## src/rtl/mem_pkg.sv

```systemverilog
// Shared memory-access definitions.
// Holds the store-size encodings used on st_size and the default depth of
// the store buffer, so the buffer and its lane formatter agree on them.
package mem_pkg;

  // Store access sizes; 2'b11 is reserved and always rejected.
  localparam logic [1:0] SZ_W   = 2'b00;
  localparam logic [1:0] SZ_H   = 2'b01;
  localparam logic [1:0] SZ_B   = 2'b10;
  localparam logic [1:0] SZ_RSV = 2'b11;

  // Default number of buffered store entries.
  localparam int SB_DEPTH_DEFAULT = 4;

endpackage

```

## src/rtl/store_lane_fmt.sv

```systemverilog
// Store lane formatter and legality check (purely combinational).
// Ports:
//   i_addr_lo [1:0] : byte offset of the store within its word
//   i_data    [31:0]: raw register data, used bytes start at bit 0
//   i_size    [1:0] : SZ_W / SZ_H / SZ_B (11 reserved)
//   o_legal         : store is naturally aligned and has a valid size
//   o_wdata   [31:0]: data replicated into every lane it could occupy
//   o_be      [3:0] : byte enables, bit n selects byte n
module store_lane_fmt
  import mem_pkg::*;
(
  input  logic [1:0]  i_addr_lo,
  input  logic [31:0] i_data,
  input  logic [1:0]  i_size,
  output logic        o_legal,
  output logic [31:0] o_wdata,
  output logic [3:0]  o_be
);

  always_comb begin
    o_legal = 1'b0;
    o_wdata = '0;
    o_be    = '0;
    case (i_size)
      SZ_B: begin
        o_legal = 1'b1;
        o_wdata = {4{i_data[7:0]}};
        o_be    = 4'b0001 << i_addr_lo;
      end
      SZ_H: begin
        o_legal = ~i_addr_lo[0];
        o_wdata = {2{i_data[15:0]}};
        o_be    = i_addr_lo[1] ? 4'b1100 : 4'b0011;
      end
      SZ_W: begin
        o_legal = (i_addr_lo == 2'b00);
        o_wdata = i_data;
        o_be    = 4'b1111;
      end
      default: begin
        o_legal = 1'b0;
      end
    endcase
  end

endmodule

```

## src/rtl/store_buffer.sv

```systemverilog
// Store buffer: a strict FIFO of formatted stores draining to data memory.
// Ports:
//   clk, reset (async, active-low)
//   st_valid/st_addr/st_data/st_size -> store request; st_ready, st_err
//   ld_valid/ld_addr -> load probe; ld_stall when the load's word is buffered
//   dm_wr_en/dm_addr/dm_wdata/dm_be -> head-of-queue write; dm_ready accepts it
//   count -> number of valid entries
module store_buffer
  import mem_pkg::*;
#(
  parameter int DEPTH = SB_DEPTH_DEFAULT
) (
  input  logic                     clk,
  input  logic                     reset,
  input  logic                     st_valid,
  input  logic [31:0]              st_addr,
  input  logic [31:0]              st_data,
  input  logic [1:0]               st_size,
  output logic                     st_ready,
  output logic                     st_err,
  input  logic                     ld_valid,
  input  logic [31:0]              ld_addr,
  output logic                     ld_stall,
  output logic                     dm_wr_en,
  output logic [31:0]              dm_addr,
  output logic [31:0]              dm_wdata,
  output logic [3:0]               dm_be,
  input  logic                     dm_ready,
  output logic [$clog2(DEPTH):0]   count
);

  localparam int AW = $clog2(DEPTH);
  localparam logic [AW:0] FULL_CNT = (AW+1)'(DEPTH);

  logic [AW-1:0]    r_wr_ptr;
  logic [AW-1:0]    r_rd_ptr;
  logic [AW:0]      r_count;
  logic [DEPTH-1:0] r_valid;
  logic             r_err;

  // Entry payload; no reset needed because r_valid/r_count gate every use.
  logic [29:0]      r_ent_addr  [DEPTH];
  logic [31:0]      r_ent_wdata [DEPTH];
  logic [3:0]       r_ent_be    [DEPTH];

  logic             w_legal;
  logic [31:0]      w_fmt_wdata;
  logic [3:0]       w_fmt_be;
  logic             w_full;
  logic             w_empty;
  logic             w_enq;
  logic             w_pop;
  logic [DEPTH-1:0] w_match;
  logic             w_new_match;
  logic             w_unused_ld_lo;

  store_lane_fmt u_fmt (
    .i_addr_lo (st_addr[1:0]),
    .i_data    (st_data),
    .i_size    (st_size),
    .o_legal   (w_legal),
    .o_wdata   (w_fmt_wdata),
    .o_be      (w_fmt_be)
  );

  assign w_full  = (r_count == FULL_CNT);
  assign w_empty = (r_count == '0);
  // Full blocks enqueue even if the head pops this cycle. The reset term keeps
  // an incoming store from being seen as accepted while reset is held.
  assign w_enq   = reset & st_valid & ~w_full & w_legal;
  assign w_pop   = ~w_empty & dm_ready;

  always_ff @(posedge clk or negedge reset) begin
    if (!reset) begin
      r_wr_ptr <= '0;
      r_rd_ptr <= '0;
      r_count  <= '0;
      r_valid  <= '0;
      r_err    <= 1'b0;
    end else begin
      r_err <= st_valid & ~w_legal;
      if (w_enq) begin
        r_wr_ptr <= r_wr_ptr + AW'(1);
      end
      if (w_pop) begin
        r_rd_ptr <= r_rd_ptr + AW'(1);
      end
      // Enqueue never targets the popped slot: a pop needs a non-empty queue
      // and an enqueue needs a non-full one, so the pointers differ.
      if (w_pop) begin
        r_valid[r_rd_ptr] <= 1'b0;
      end
      if (w_enq) begin
        r_valid[r_wr_ptr] <= 1'b1;
      end
      case ({w_enq, w_pop})
        2'b10:   r_count <= r_count + (AW+1)'(1);
        2'b01:   r_count <= r_count - (AW+1)'(1);
        default: r_count <= r_count;
      endcase
    end
  end

  always_ff @(posedge clk) begin
    if (w_enq) begin
      r_ent_addr[r_wr_ptr]  <= st_addr[31:2];
      r_ent_wdata[r_wr_ptr] <= w_fmt_wdata;
      r_ent_be[r_wr_ptr]    <= w_fmt_be;
    end
  end

  // Word-address match of the load against every valid entry.
  genvar gi;
  generate
    for (gi = 0; gi < DEPTH; gi++) begin : g_match
      assign w_match[gi] = r_valid[gi] & (r_ent_addr[gi] == ld_addr[31:2]);
    end
  endgenerate

  assign w_new_match    = w_enq & (st_addr[31:2] == ld_addr[31:2]);
  assign ld_stall       = reset & ld_valid & ((|w_match) | w_new_match);
  assign w_unused_ld_lo = ^ld_addr[1:0];

  assign st_ready = ~w_full;
  assign st_err   = r_err;
  assign count    = r_count;
  assign dm_wr_en = ~w_empty;
  assign dm_addr  = w_empty ? 32'h0 : {r_ent_addr[r_rd_ptr], 2'b00};
  assign dm_wdata = w_empty ? 32'h0 : r_ent_wdata[r_rd_ptr];
  assign dm_be    = w_empty ? 4'h0  : r_ent_be[r_rd_ptr];

endmodule

```

## config.mk

```make
export PLATFORM = sky130hd
export DESIGN_NAME = store_buffer
export DESIGN_NICKNAME = d
export VERILOG_FILES = /design/src/rtl/mem_pkg.sv /design/src/rtl/store_lane_fmt.sv /design/src/rtl/store_buffer.sv
export SDC_FILE = /design/constraint.sdc
export NUM_CORES = 1
export LEC_CHECK = 0
export CAP_MARGIN = 20
export CORE_UTILIZATION = 40
export DETAILED_ROUTE_END_ITERATION = 16
export PLACE_DENSITY_LB_ADDON = 0.2
export SLEW_MARGIN = 20
export SYNTH_ARGS = -nofsm -noshare
export SYNTH_HDL_FRONTEND = slang
export SYNTH_SLANG_ARGS = --single-unit
```

## constraint.sdc

```tcl
create_clock -name clk -period 3.8 [get_ports clk]
set_input_delay 0.76 -clock clk [delete_from_list [all_inputs] [get_ports clk]]
set_output_delay 0.76 -clock clk [all_outputs]
set_load 0.01 [all_outputs]
```

==> flow_metrics.env, run 1 <==
export IMPL_tightestPinTransition_ns=0.718
export IMPL_antenna_found_initial=0
export IMPL_dp_slack_ns=-0.211
export IMPL_holdCritStartpoint="r_valid[0]$_DFF_PN0_"
export IMPL_cts_setup_buffers=0
export IMPL_final_hold_violation_count=0
export IMPL_slowest_stage="clkdlybuf4s50_1"
export IMPL_design_die_area_sq_um=33300
export IMPL_synthFlopType="edfxtp_1"
export IMPL_synth_xor_area_share_pct=10.4
export IMPL_cp_cell_sequence="clkdlybuf4s50_1 -> xnor2_1 -> nand4_1 -> nor4_1 -> a22oi_1 -> a41oi_2 -> dlygate4sd2_1"
export IMPL_cp_data_required_time_ns=3.04
export IMPL_syn_avg_cell_area_sq_um=15.9
export IMPL_seq_area_sq_um=8230
export IMPL_grt_pass1_vias=7851
export IMPL_worstSetupStartpointType="input pin"
export IMPL_grt_max_degree=48
export IMPL_avgViaCountPerCell=5.05
export IMPL_multi_input_area_sq_um=4500
export IMPL_totalWireLength_mm=33.1
export IMPL_io_pins=178
export IMPL_cts_max_level=1
export IMPL_dp_hpwl_mm=23.3
export IMPL_r2r_start="count[2]$_DFFE_PN0P_"
export IMPL_reg2regPathDepth=8
export IMPL_clk_pin_slew_ns=0.06
export IMPL_overflow=0
export IMPL_grt_first_pass_wirelength_mm=49.2
export IMPL_muxShareOfSynthArea_pct=12.7
export IMPL_ys_ff_latch=276
export IMPL_cts_tree="built"
export IMPL_cts_buffers=29
export IMPL_drtIter0Drc=434
export IMPL_fin_util_pct=52.5
export IMPL_yosys_area_share_simple_pct=7.98
export IMPL_min_to="r_valid[0]$_DFF_PN0_"
export IMPL_drv_slew=0
export IMPL_clock_tree_buffer_depth=3
export IMPL_start_util_pct=41.0
export IMPL_drive_gt1_share_pct=19.5
export IMPL_hp_class="register to register"
export IMPL_n_antenna_cell=0
export IMPL_endpoint_kind="output pin"
export IMPL_ant_nets=0
export IMPL_num_vias=7567
export IMPL_layout_min_cycle_time_ns=3.64
export IMPL_cp_max_fo=4
export IMPL_vdd_ir_drop_max_mv=0.421
export IMPL_ys_seq_area_share_pct=63.1
export IMPL_fin_worst_skew_ns=0.0173
export IMPL_max_stage_delay_ns=0.52
export IMPL_worst_ep_arrival_time_ns=2.88
export IMPL_cts_resized_gates=20
export IMPL_area_delta_synth_final_pct=28.2
export IMPL_finalNetCount=1153
export IMPL_p_leak_uw=0.00559
export IMPL_gp_congestion=0.893
export IMPL_die_w_microns=182
export IMPL_maxSlewHeadroom_pct=51.6
export IMPL_synth_top_family_by_area="multiplexers"
export IMPL_finalCritPeriodShare_pct=95.7
export IMPL_core_area_sq_um=31800
export IMPL_netlist_area_sq_um=13000
export IMPL_status="finished clean"
export IMPL_worstHoldPathCells=1
export IMPL_worstSkewPairLatency_ns=0.55
export IMPL_cts_root_buffer_cell="clkbuf_16"
export IMPL_regToRegSetupSlack_ns=1.18
export IMPL_fin_ws_ns=0.164
export IMPL_yosys_cell_count_top_type="edfxtp_1"
export IMPL_synth_distinct_cells=36
export IMPL_synth_edf_count=264
export IMPL_place_port_buffers=173
export IMPL_tns_ns=0
export IMPL_yosys_top_cells_count="264 x edfxtp_1, 131 x xnor2_1, 75 x and2_1"
export IMPL_yosys_area_share_adder_pct=1.02
export IMPL_cts_sinks=276
export IMPL_synth_area_leaders="edfxtp_1 61%, mux4_2 11%, xnor2_1 8.8%"
export IMPL_ys_async_sr_fraction_pct=4.35
export IMPL_rows=65
export IMPL_max_cap_violations=0
export IMPL_max_freq_mhz=275
export IMPL_holdWs_ns=0.538
export IMPL_cts_hold_buf=0
export IMPL_routedWlPerCell_microns=22.1
export IMPL_synthCells=821
export IMPL_setup_viol=0
export IMPL_synth_compound_area_share_pct=1.81
export IMPL_synth_top_area_cell="edfxtp_1"
export IMPL_die_h_microns=182
export IMPL_p_total_uw=10000
export IMPL_rsz0062_at_grt="false"
export IMPL_reg2reg_to="count[2]$_DFFE_PN0P_"
export IMPL_grt_usage_pct=20.1
export IMPL_synth_top_cell_area_share_pct=60.8
export IMPL_firstDrtPassIters=4
export IMPL_fillers=2640
export IMPL_drc_errors=0
export IMPL_path_class="input pin to output pin"
export IMPL_yosys_warnings=0
export IMPL_power_density_nw_per_um2=601
layer usage:
metal | GRT usage, % | routed length [microns] | vias up | part of all wire, %
met5 | 0 | 0 | - | 0
li1 | - | - | 3505 | -
met1 | 26.1 | 13700 | 3792 | 41
met4 | 4.34 | 626 | 0 | 1.9
met2 | 34.8 | 16900 | 232 | 51
met3 | 3.91 | 1880 | 38 | 5.7
worst max path at each step:
stage | start | end | cells past startpoint
6_report | ld_addr[17] | ld_stall | 7
5_1_grt | count[2]$_DFFE_PN0P_ | dm_wdata[8] | 4
4_1_cts | count[2]$_DFFE_PN0P_ | dm_wdata[8] | 4
3_5_place_dp | ld_addr[3] | ld_stall | 8
3_3_place_gp | ld_addr[12] | ld_stall | 7
2_1_floorplan | ld_addr[22] | ld_stall | 6
flip-flops by register name, summed over array words and instances (netlist names):
signal,count
r_ent_be,16
r_ent_wdata,128
r_valid,4
r_rd_ptr,2
count,3
r_wr_ptr,2
r_ent_addr,120
st_err,1
through the flow:
step / instances / area [sq um]
3_3_place_gp: 1444 / 15700
6_report: 1497 / 16700
3_5_place_dp: 1444 / 15700
5_1_grt: 1497 / 16700
4_1_cts: 1497 / 16700
2_1_floorplan: 822 / 13000
cell type report:
| type | count | share of cell area (%) |
|---|---|---|
| clock buffer | 40 | 4.77 |
| clock inverter | 13 | 0.704 |
| inverter | 17 | 0.382 |
| multi-input combinational | 463 | 27.0 |
| sequential | 276 | 49.3 |
| tap | 435 | 3.26 |
| timing repair buffer | 253 | 14.6 |
cells in the final DEF (no fill, tap or decap), types with 7 or more instances in the layout:
master             n
inv_1             17
xnor2_2            7
ha_1               9
dfrtp_1           10
mux4_2            66
buf_12            10
and2_1            75
clkbuf_16         29
mux2i_1           17
clkbuf_1           8
dlygate4sd2_1     10
nand4_1           33
clkdlybuf4s50_1  163
o21ai_0           28
xor2_1            24
nor4_1            12
buf_4             70
nand3b_1           8
nand2_1           25
edfxtp_1         264
xnor2_1          124
power by group:
| group | switching, uW | leakage, uW | internal, uW |
|---|---|---|---|
| sequential | 105 | 0.00254 | 3540 |
| clock | 1130 | 0.000449 | 1590 |
| combinational | 1620 | 0.00261 | 2040 |
| total | 2860 | 0.00559 | 7180 |
cell families after synthesis:
logic type / count (synthesis)
AO/OA/AOI/OAI: 41
XOR/XNOR: 155
adder cells (fa/ha/maj): 10
buffers and inverters: 83
flip-flops: 276
multiplexers: 83
other: 1
AND/OR/NAND/NOR: 172
worst max-delay path, delay by kind of cell:
family | cells | cell delay [ns]
AO/OA/AOI/OAI | 2 | 0.38
XOR/XNOR | 1 | 0.35
buffers and inverters | 2 | 0.82
AND/OR/NAND/NOR | 2 | 0.56
Power figures use the tool's default switching activity.
==> run 2, diff against run 1 <==
- CAP_MARGIN: 20 -> 30
==> results of run 2 <==
The final DEF is identical to that of run 1; final timing and power are the same.
